**src/rtl/ex_unit_pipe.sv**
```systemverilog
`default_nettype none
// +-----------------------------------------------------------------------------+
// | Module      : ex_unit_pipe                                                  |
// | Description : Handshaked execute unit for the SCC datapath. Each accepted   |
// |               op is evaluated and held in one registered result slot until  |
// |               writeback takes it. Keeps a persistent N/C/Z/V flag register, |
// |               resolves conditional branches and shifts LSL/LSR either one   |
// |               bit per cycle (default) or in one cycle when the macro        |
// |               EX_BARREL_SHIFT_EN is defined.                                |
// | Revision    : 1.0 - initial release                                         |
// +-----------------------------------------------------------------------------+
module ex_unit_pipe #(
    parameter int DATA_W = 32,
    parameter int IMM_W  = 16,
    parameter int SH_W   = $clog2(DATA_W)
) (
    input  logic              clk,
    input  logic              rst,
    input  logic              in_valid,
    output logic              in_ready,
    input  logic [3:0]        op,
    input  logic              use_imm,
    input  logic              set_flags,
    input  logic [DATA_W-1:0] a,
    input  logic [DATA_W-1:0] b,
    input  logic [IMM_W-1:0]  imm,
    input  logic [3:0]        cond,
    input  logic [DATA_W-1:0] pc,
    output logic              out_valid,
    input  logic              out_ready,
    output logic [DATA_W-1:0] result,
    output logic              wr_en,
    output logic              branch_taken,
    output logic [DATA_W-1:0] branch_target,
    output logic [3:0]        flags
);

    localparam logic [3:0] c_op_mov   = 4'h0;
    localparam logic [3:0] c_op_add   = 4'h1;
    localparam logic [3:0] c_op_sub   = 4'h2;
    localparam logic [3:0] c_op_and   = 4'h3;
    localparam logic [3:0] c_op_or    = 4'h4;
    localparam logic [3:0] c_op_xor   = 4'h5;
    localparam logic [3:0] c_op_not   = 4'h6;
    localparam logic [3:0] c_op_movt  = 4'h7;
    localparam logic [3:0] c_op_lsl   = 4'h8;
    localparam logic [3:0] c_op_lsr   = 4'h9;
    localparam logic [3:0] c_op_clr   = 4'hA;
    localparam logic [3:0] c_op_set   = 4'hB;
    localparam logic [3:0] c_op_bcond = 4'hC;
    localparam logic [3:0] c_op_b     = 4'hD;

    typedef enum logic [1:0] {
        S_IDLE  = 2'd0,
        S_SHIFT = 2'd1,
        S_DONE  = 2'd2
    } state_t;

    state_t            state_q, state_d;
    logic [DATA_W-1:0] result_q, result_d;
    logic              wr_en_q, wr_en_d;
    logic              taken_q, taken_d;
    logic [DATA_W-1:0] target_q, target_d;
    logic [3:0]        flags_q, flags_d;   // {N, C, Z, V}

    logic [DATA_W-1:0] w_sext_imm;
    logic [DATA_W-1:0] w_op2;
    logic [SH_W-1:0]   w_amt;
    logic [DATA_W:0]   w_add;
    logic [DATA_W:0]   w_sub;
    logic [DATA_W-1:0] w_res;
    logic              w_c;
    logic              w_v;
    logic              w_wr;
    logic              w_upd;
    logic              w_cond;
    logic              w_taken;
    logic [3:0]        w_flags_new;
    logic              w_accept;

    assign w_sext_imm = {{(DATA_W-IMM_W){imm[IMM_W-1]}}, imm};
    assign w_op2      = use_imm ? w_sext_imm : b;
    assign w_amt      = w_op2[SH_W-1:0];
    assign w_add      = {1'b0, a} + {1'b0, w_op2};
    assign w_sub      = {1'b0, a} - {1'b0, w_op2};

    // Reset gates in_ready so nothing is offered as accepted while rst is high.
    assign in_ready  = ~rst & ((state_q == S_IDLE) | ((state_q == S_DONE) & out_ready));
    assign w_accept  = in_valid & in_ready;
    assign out_valid = (state_q == S_DONE);

    assign result        = result_q;
    assign wr_en         = wr_en_q;
    assign branch_taken  = taken_q;
    assign branch_target = target_q;
    assign flags         = flags_q;

`ifdef EX_BARREL_SHIFT_EN
    // Extra bit beyond the data captures the last bit shifted out.
    logic [DATA_W:0] w_lsl;
    logic [DATA_W:0] w_lsr;
    assign w_lsl = {1'b0, a} << w_amt;
    assign w_lsr = {a, 1'b0} >> w_amt;
`else
    logic [SH_W-1:0]   cnt_q, cnt_d;
    logic              left_q, left_d;
    logic              setf_q, setf_d;
    logic              w_is_shift;
    logic [DATA_W-1:0] w_sh_next;
    logic              w_sh_out;
    assign w_is_shift = (op == c_op_lsl) | (op == c_op_lsr);
    assign w_sh_next  = left_q ? {result_q[DATA_W-2:0], 1'b0} : {1'b0, result_q[DATA_W-1:1]};
    assign w_sh_out   = left_q ? result_q[DATA_W-1] : result_q[0];
`endif

    // Single-cycle result and candidate flags for the offered op.
    always_comb begin
        w_res = '0;
        w_c   = flags_q[2];
        w_v   = flags_q[0];
        w_wr  = 1'b1;
        w_upd = 1'b0;
        case (op)
            c_op_mov:  w_res = w_sext_imm;
            c_op_add: begin
                w_res = w_add[DATA_W-1:0];
                w_c   = w_add[DATA_W];
                w_v   = (a[DATA_W-1] == w_op2[DATA_W-1]) & (w_res[DATA_W-1] != a[DATA_W-1]);
                w_upd = 1'b1;
            end
            c_op_sub: begin
                w_res = w_sub[DATA_W-1:0];
                w_c   = ~w_sub[DATA_W];
                w_v   = (a[DATA_W-1] != w_op2[DATA_W-1]) & (w_res[DATA_W-1] != a[DATA_W-1]);
                w_upd = 1'b1;
            end
            c_op_and: begin w_res = a & w_op2; w_upd = 1'b1; end
            c_op_or:  begin w_res = a | w_op2; w_upd = 1'b1; end
            c_op_xor: begin w_res = a ^ w_op2; w_upd = 1'b1; end
            c_op_not: begin w_res = ~a;        w_upd = 1'b1; end
            c_op_movt: w_res = {imm, a[DATA_W-IMM_W-1:0]};
`ifdef EX_BARREL_SHIFT_EN
            c_op_lsl: begin
                w_res = w_lsl[DATA_W-1:0];
                if (w_amt != '0) w_c = w_lsl[DATA_W];
                w_upd = 1'b1;
            end
            c_op_lsr: begin
                w_res = w_lsr[DATA_W:1];
                if (w_amt != '0) w_c = w_lsr[0];
                w_upd = 1'b1;
            end
`else
            // Only zero-amount shifts take this path; the value passes through.
            c_op_lsl, c_op_lsr: begin
                w_res = a;
                w_upd = 1'b1;
            end
`endif
            c_op_clr:  w_res = '0;
            c_op_set:  w_res = '1;
            default:   w_wr  = 1'b0;
        endcase
        w_flags_new = {w_res[DATA_W-1], w_c, ~|w_res, w_v};
    end

    // Branch condition against the committed flags.
    always_comb begin
        w_cond = 1'b0;
        case (cond)
            4'h0: w_cond = flags_q[1];
            4'h1: w_cond = ~flags_q[1];
            4'h2: w_cond = flags_q[2];
            4'h3: w_cond = ~flags_q[2];
            4'h4: w_cond = flags_q[3];
            4'h5: w_cond = ~flags_q[3];
            4'h6: w_cond = flags_q[0];
            4'h7: w_cond = ~flags_q[0];
            4'h8: w_cond = flags_q[2] & ~flags_q[1];
            4'h9: w_cond = ~flags_q[2] | flags_q[1];
            4'hA: w_cond = (flags_q[3] == flags_q[0]);
            4'hB: w_cond = (flags_q[3] != flags_q[0]);
            4'hC: w_cond = ~flags_q[1] & (flags_q[3] == flags_q[0]);
            4'hD: w_cond = flags_q[1] | (flags_q[3] != flags_q[0]);
            4'hE: w_cond = 1'b1;
            default: w_cond = 1'b0;
        endcase
        w_taken = ((op == c_op_bcond) & w_cond) | (op == c_op_b);
    end

    // Next-state logic: acceptance, iterative shifting and flag commit.
    always_comb begin
        state_d  = state_q;
        result_d = result_q;
        wr_en_d  = wr_en_q;
        taken_d  = taken_q;
        target_d = target_q;
        flags_d  = flags_q;
`ifndef EX_BARREL_SHIFT_EN
        cnt_d  = cnt_q;
        left_d = left_q;
        setf_d = setf_q;
`endif
        if ((state_q == S_DONE) && out_ready) state_d = S_IDLE;
        if (w_accept) begin
            target_d = pc + w_sext_imm;
            taken_d  = w_taken;
            wr_en_d  = w_wr;
`ifndef EX_BARREL_SHIFT_EN
            if (w_is_shift && (w_amt != '0)) begin
                state_d  = S_SHIFT;
                result_d = a;
                cnt_d    = w_amt;
                left_d   = (op == c_op_lsl);
                setf_d   = set_flags;
            end else
`endif
            begin
                state_d  = S_DONE;
                result_d = w_res;
                if (set_flags && w_upd) flags_d = w_flags_new;
            end
        end
`ifndef EX_BARREL_SHIFT_EN
        if (state_q == S_SHIFT) begin
            result_d = w_sh_next;
            cnt_d    = cnt_q - SH_W'(1);
            if (cnt_q == SH_W'(1)) begin
                state_d = S_DONE;
                if (setf_q) flags_d = {w_sh_next[DATA_W-1], w_sh_out, ~|w_sh_next, flags_q[0]};
            end
        end
`endif
    end

    // State and result registers with synchronous reset.
    always_ff @(posedge clk) begin
        if (rst) begin
            state_q  <= S_IDLE;
            result_q <= '0;
            wr_en_q  <= 1'b0;
            taken_q  <= 1'b0;
            target_q <= '0;
            flags_q  <= '0;
`ifndef EX_BARREL_SHIFT_EN
            cnt_q    <= '0;
            left_q   <= 1'b0;
            setf_q   <= 1'b0;
`endif
        end else begin
            state_q  <= state_d;
            result_q <= result_d;
            wr_en_q  <= wr_en_d;
            taken_q  <= taken_d;
            target_q <= target_d;
            flags_q  <= flags_d;
`ifndef EX_BARREL_SHIFT_EN
            cnt_q    <= cnt_d;
            left_q   <= left_d;
            setf_q   <= setf_d;
`endif
        end
    end

endmodule
`default_nettype wire
```
**config.mk**
```make
export PLATFORM = sky130hd
export DESIGN_NAME = ex_unit_pipe
export DESIGN_NICKNAME = d
export VERILOG_FILES = /design/src/rtl/ex_unit_pipe.sv
export SDC_FILE = /design/constraint.sdc
export NUM_CORES = 1
export LEC_CHECK = 0
export ABC_AREA = 1
export ABC_CLOCK_PERIOD_IN_PS = 5800
export BUFFER_PORTS_ARGS = -buffer_cell sky130_fd_sc_hd__buf_2
export CAP_MARGIN = 30
export CORE_MARGIN = 2
export CORE_UTILIZATION = 55
export CTS_BUF_LIST = sky130_fd_sc_hd__clkbuf_4
export CTS_CLUSTER_SIZE = 20
export DETAILED_ROUTE_END_ITERATION = 10
export GPL_TIMING_DRIVEN = 0
export PLACE_DENSITY_LB_ADDON = 0.12
export SLEW_MARGIN = 20
export SYNTH_ARGS = -nofsm -noshare
export SYNTH_HDL_FRONTEND = slang
export SYNTH_SLANG_ARGS = --single-unit
```
**constraint.sdc**
```tcl
create_clock -name clk -period 5.8 [get_ports clk]
set_input_delay 0 -clock clk [delete_from_list [all_inputs] [get_ports clk]]
set_output_delay 0 -clock clk [all_outputs]
set_load 0.01 [all_outputs]
```
==> metrics.json <==
{
  "outcome": {"value": "finished clean"},
  "cp_launch_type": {"value": "input port"},
  "grt_max_degree": {"value": 22},
  "drv_cap": {"value": 0},
  "detail_route.wl_per_cell": {"value": 19.9, "unit": "um"},
  "post_synth_inst_count": {"value": 2357},
  "cts_max_path_buffers": {"value": 2},
  "layout_common_cells": {"value": "sky130_fd_sc_hd__nand2_1 (702), sky130_fd_sc_hd__inv_1 (361), sky130_fd_sc_hd__buf_2 (226)"},
  "postLayoutCoreUtil": {"value": 62.6, "unit": "%"},
  "die-height": {"value": 158, "unit": "um"},
  "h-tree-depth": {"value": 3},
  "min_period_over_period": {"value": 68.9, "unit": "%"},
  "synthesis.nets": {"value": 2624},
  "cp_common_cell": {"value": "sky130_fd_sc_hd__nand2_1"},
  "cts.sinks": {"value": 79},
  "design.die.area": {"value": 25000, "unit": "um^2"},
  "path_class": {"value": "in -> reg"},
  "synth_top_family_by_area": {"value": "simple AND/OR/NAND/NOR gates"},
  "reg2reg_setup_slack": {"value": 3.05, "unit": "ns"},
  "synth-warning-count": {"value": 0},
  "initial_core_util": {"value": 55.7, "unit": "%"},
  "synthSimpleGateAreaFrac": {"value": 39.4, "unit": "%"},
  "tightestPinTransition": {"value": 0.892, "unit": "ns"},
  "timing_hold_violations_final": {"value": 0},
  "p_leak": {"value": 7.91, "unit": "nW"},
  "worstSkewPairLatency": {"value": 0.46, "unit": "ns"},
  "post-route-min-period": {"value": 4.00, "unit": "ns"},
  "ctsResizeCount": {"value": 0},
  "dp_cells": {"value": 2873},
  "critPathCaptureType": {"value": "register"},
  "cp_slowest_stage_delay": {"value": 0.53, "unit": "ns"},
  "max_transition_margin": {"value": 40.3, "unit": "%"},
  "fin_hold_ws": {"value": 0.0305, "unit": "ns"},
  "power-per-cell-area": {"value": 164, "unit": "nW/um^2"},
  "clock_tree_from_tritoncts": {"value": "built"},
  "hold_path.class": {"value": "in -> reg"},
  "post_place_worst_slack": {"value": 1.61, "unit": "ns"},
  "synthToLayoutAreaGrowth": {"value": 12.4, "unit": "%"},
  "global_route.overflow_total": {"value": 0},
  "r2r_end": {"value": "result[0]$_SDFFE_PP0P_"},
  "layout_commonest_cell": {"value": "sky130_fd_sc_hd__nand2_1"},
  "floorplan.io_pins": {"value": 198},
  "drc": {"value": 0},
  "worstReg2RegStart": {"value": "state_q[0]$_SDFF_PP0_"},
  "synth_xor_xnor_area_share": {"value": 1.54, "unit": "%"},
  "synthFlopType": {"value": "sky130_fd_sc_hd__dfxtp_1"},
  "buffers_on_ports": {"value": 197},
  "worst_ep_arrival_time": {"value": 4.40, "unit": "ns"},
  "whs_endpoint": {"value": "branch_target[13]$_SDFFE_PP0P_"},
  "gp_congestion": {"value": 1.09},
  "timing.critical_path.slowest_stage_cell": {"value": "sky130_fd_sc_hd__clkbuf_1"},
  "power.total": {"value": 2.41, "unit": "mW"},
  "yosys_register_bits": {"value": 79},
  "ant_nets": {"value": 0},
  "synth_sequential_area_ratio": {"value": 12.1, "unit": "%"},
  "grt_first_pass_wirelength": {"value": 85400, "unit": "um"},
  "clock-root-buffer": {"value": "sky130_fd_sc_hd__clkbuf_4"},
  "grt_setup_unrepaired": {"value": "false"},
  "clock.fmax": {"value": 250, "unit": "MHz"},
  "placement.cell_area": {"value": 14400, "unit": "um^2"},
  "worstPathCellList": {"value": "buf_2 > inv_1 > clkbuf_1 > clkbuf_1 > a21oi_1 > ha_1 > buf_2 > inv_2 > nor2_2 > nand2_1 > nor2_1 > and2_1 > nand2_1 > nand2_1 > nand2_1 > nand3_1 > nand3_1 > nor3_1 > nand2_1 > nor2_1 > nand2_1 > a21oi_2"},
  "whs_path_depth": {"value": 6},
  "number_of_enable_type_register_cells_in_the_synthesized_netlist": {"value": 0},
  "detailedPlacementHpwl": {"value": 47300, "unit": "um"},
  "cts.clk_slew.worst_paths": {"value": 0.13, "unit": "ns"},
  "synth-compound-area-share": {"value": 19.3, "unit": "%"},
  "async_reset_ff_share": {"value": 0, "unit": "%"},
  "core": {"value": 23400, "unit": "um^2"},
  "finalClockSkew": {"value": 0.0196, "unit": "ns"},
  "first_global_vias": {"value": 15300},
  "yosysUniqueCellTypes": {"value": 56},
  "synth_top_cell_area_share": {"value": 20.2, "unit": "%"},
  "timing.setup.tns": {"value": 0, "unit": "ns"},
  "nNetsFinal": {"value": 2837},
  "area_of_the_mapped_netlist": {"value": 13000, "unit": "um^2"},
  "rr_worst_depth": {"value": 8},
  "cts_buffers": {"value": 9},
  "wl": {"value": 57700, "unit": "um"},
  "layout_setup_ws": {"value": 1.80, "unit": "ns"},
  "drt-pass1-iter-count": {"value": 7},
  "rows": {"value": 56},
  "via_per_inst": {"value": 5.98},
  "vias": {"value": 17300},
  "finalSetupViolations": {"value": 0},
  "synth-adder-area-share": {"value": 13.7, "unit": "%"},
  "floorplan.die.width": {"value": 158, "unit": "um"},
  "ir_worst_vdd": {"value": 0.000114, "unit": "V"},
  "antenna_found_initial": {"value": 4},
  "post_layout_nonfiller_instances": {"value": 2896},
  "initialDrtViolationCount": {"value": 2181},
  "cp_max_fo": {"value": 10},
  "drive_gt1_share": {"value": 12.0, "unit": "%"},
  "synthTopCellsByArea": {"value": "sky130_fd_sc_hd__nand2_1 (20%), sky130_fd_sc_hd__ha_1 (13%), sky130_fd_sc_hd__dfxtp_1 (12%)"},
  "finalMaxSlewViolations": {"value": 0},
  "netlist.top_cell.by_area": {"value": "sky130_fd_sc_hd__nand2_1"},
  "share_of_synthesized_area_spent_on_multiplexers": {"value": 0.154, "unit": "%"},
  "hold_path_startpoint": {"value": "rst"},
  "worstPathRequired": {"value": 6.20, "unit": "ns"},
  "stdcell_area": {"value": 14700, "unit": "um^2"},
  "grt_usage": {"value": 45.0, "unit": "%"},
  "syn_area_per_cell": {"value": 5.53, "unit": "um^2"}
}
==> state kept, by name, indices dropped and copies added (netlist names), 2 cells and up <==
signal / flops
cnt_q: 5
branch_target: 32
flags: 4
result: 32
state_q: 2
==> worst max-delay path by stage <==
stage | slack, ns | startpoint | to
finish | 1.80 | use_imm | flags[1]$_SDFF_PP0_
floorplan | 3.14 | use_imm | flags[1]$_SDFF_PP0_
global placement | 1.66 | use_imm | flags[1]$_SDFF_PP0_
CTS | 2.07 | use_imm | flags[1]$_SDFF_PP0_
detailed placement | 1.61 | use_imm | flags[1]$_SDFF_PP0_
global route | 1.66 | use_imm | flags[1]$_SDFF_PP0_
==> logic make-up (layout without fill, tap and decap cells) <==
kind of cell,count (synthesis),in the layout
buffers and inverters,452,669
XOR/XNOR,23,23
multiplexers,2,2
AO/OA/AOI/OAI,441,441
AND/OR/NAND/NOR,1219,1219
adder cells (fa/ha/maj),141,141
flip-flops,79,79
other,0,3
==> critical path, delay by kind of cell <==
kind	cells	cell delay (ns)
AND/OR/NAND/NOR	13	1.96
AO/OA/AOI/OAI	2	0.39
buffers and inverters	6	1.68
adder cells (fa/ha/maj)	1	0.34
==> power breakdown <==
group	total [mW]	switching (mW)	internal (mW)	leakage [nW]
clock network	0.426	0.201	0.225	0.0969
registers	0.617	0.0309	0.586	0.648
logic	1.36	0.946	0.416	7.16
total	2.41	1.18	1.23	7.91
==> routing by layer <==
metal | part of all wire [%] | global-route usage (%)
met2 | 40 | 66.0
met5 | 0.024 | 0
met3 | 14 | 11.7
met1 | 39 | 59.5
met4 | 7.2 | 26.0
==> synth_stat cells, drive strengths merged (7+ instances only) <==
master,instances
a21oi,149
a221oi,9
a31oi,35
buf,39
clkbuf,38
dfxtp,79
ha,138
inv,371
nand2,716
nand3,183
nand3b,7
nand4,27
nor2,226
nor3,31
nor4,10
o2111ai,13
o211ai,14
o21a,11
o21ai,153
o21bai,7
o22ai,27
or2,13
xnor2,11
xor2,12
==> layout make-up <==
cell class / instances / area [um^2]
Multi-Input combinational cell: 1826 / 9670
Fill cell: 2469 / 8740
Sequential cell: 79 / 1580
Inverter: 375 / 1410
Timing Repair Buffer: 202 / 1040
Tap cell: 319 / 399
Buffer: 77 / 372
Clock inverter: 4 / 95.1
Clock buffer: 11 / 82.6
Antenna cell: 3 / 7.51
==> timing repair <==
item	4_1_cts	5_1_grt
endpoints found under the hold margin	4	0
hold buffers	5	0
setup buffers	0	0
(Power assumes the default switching activity.)
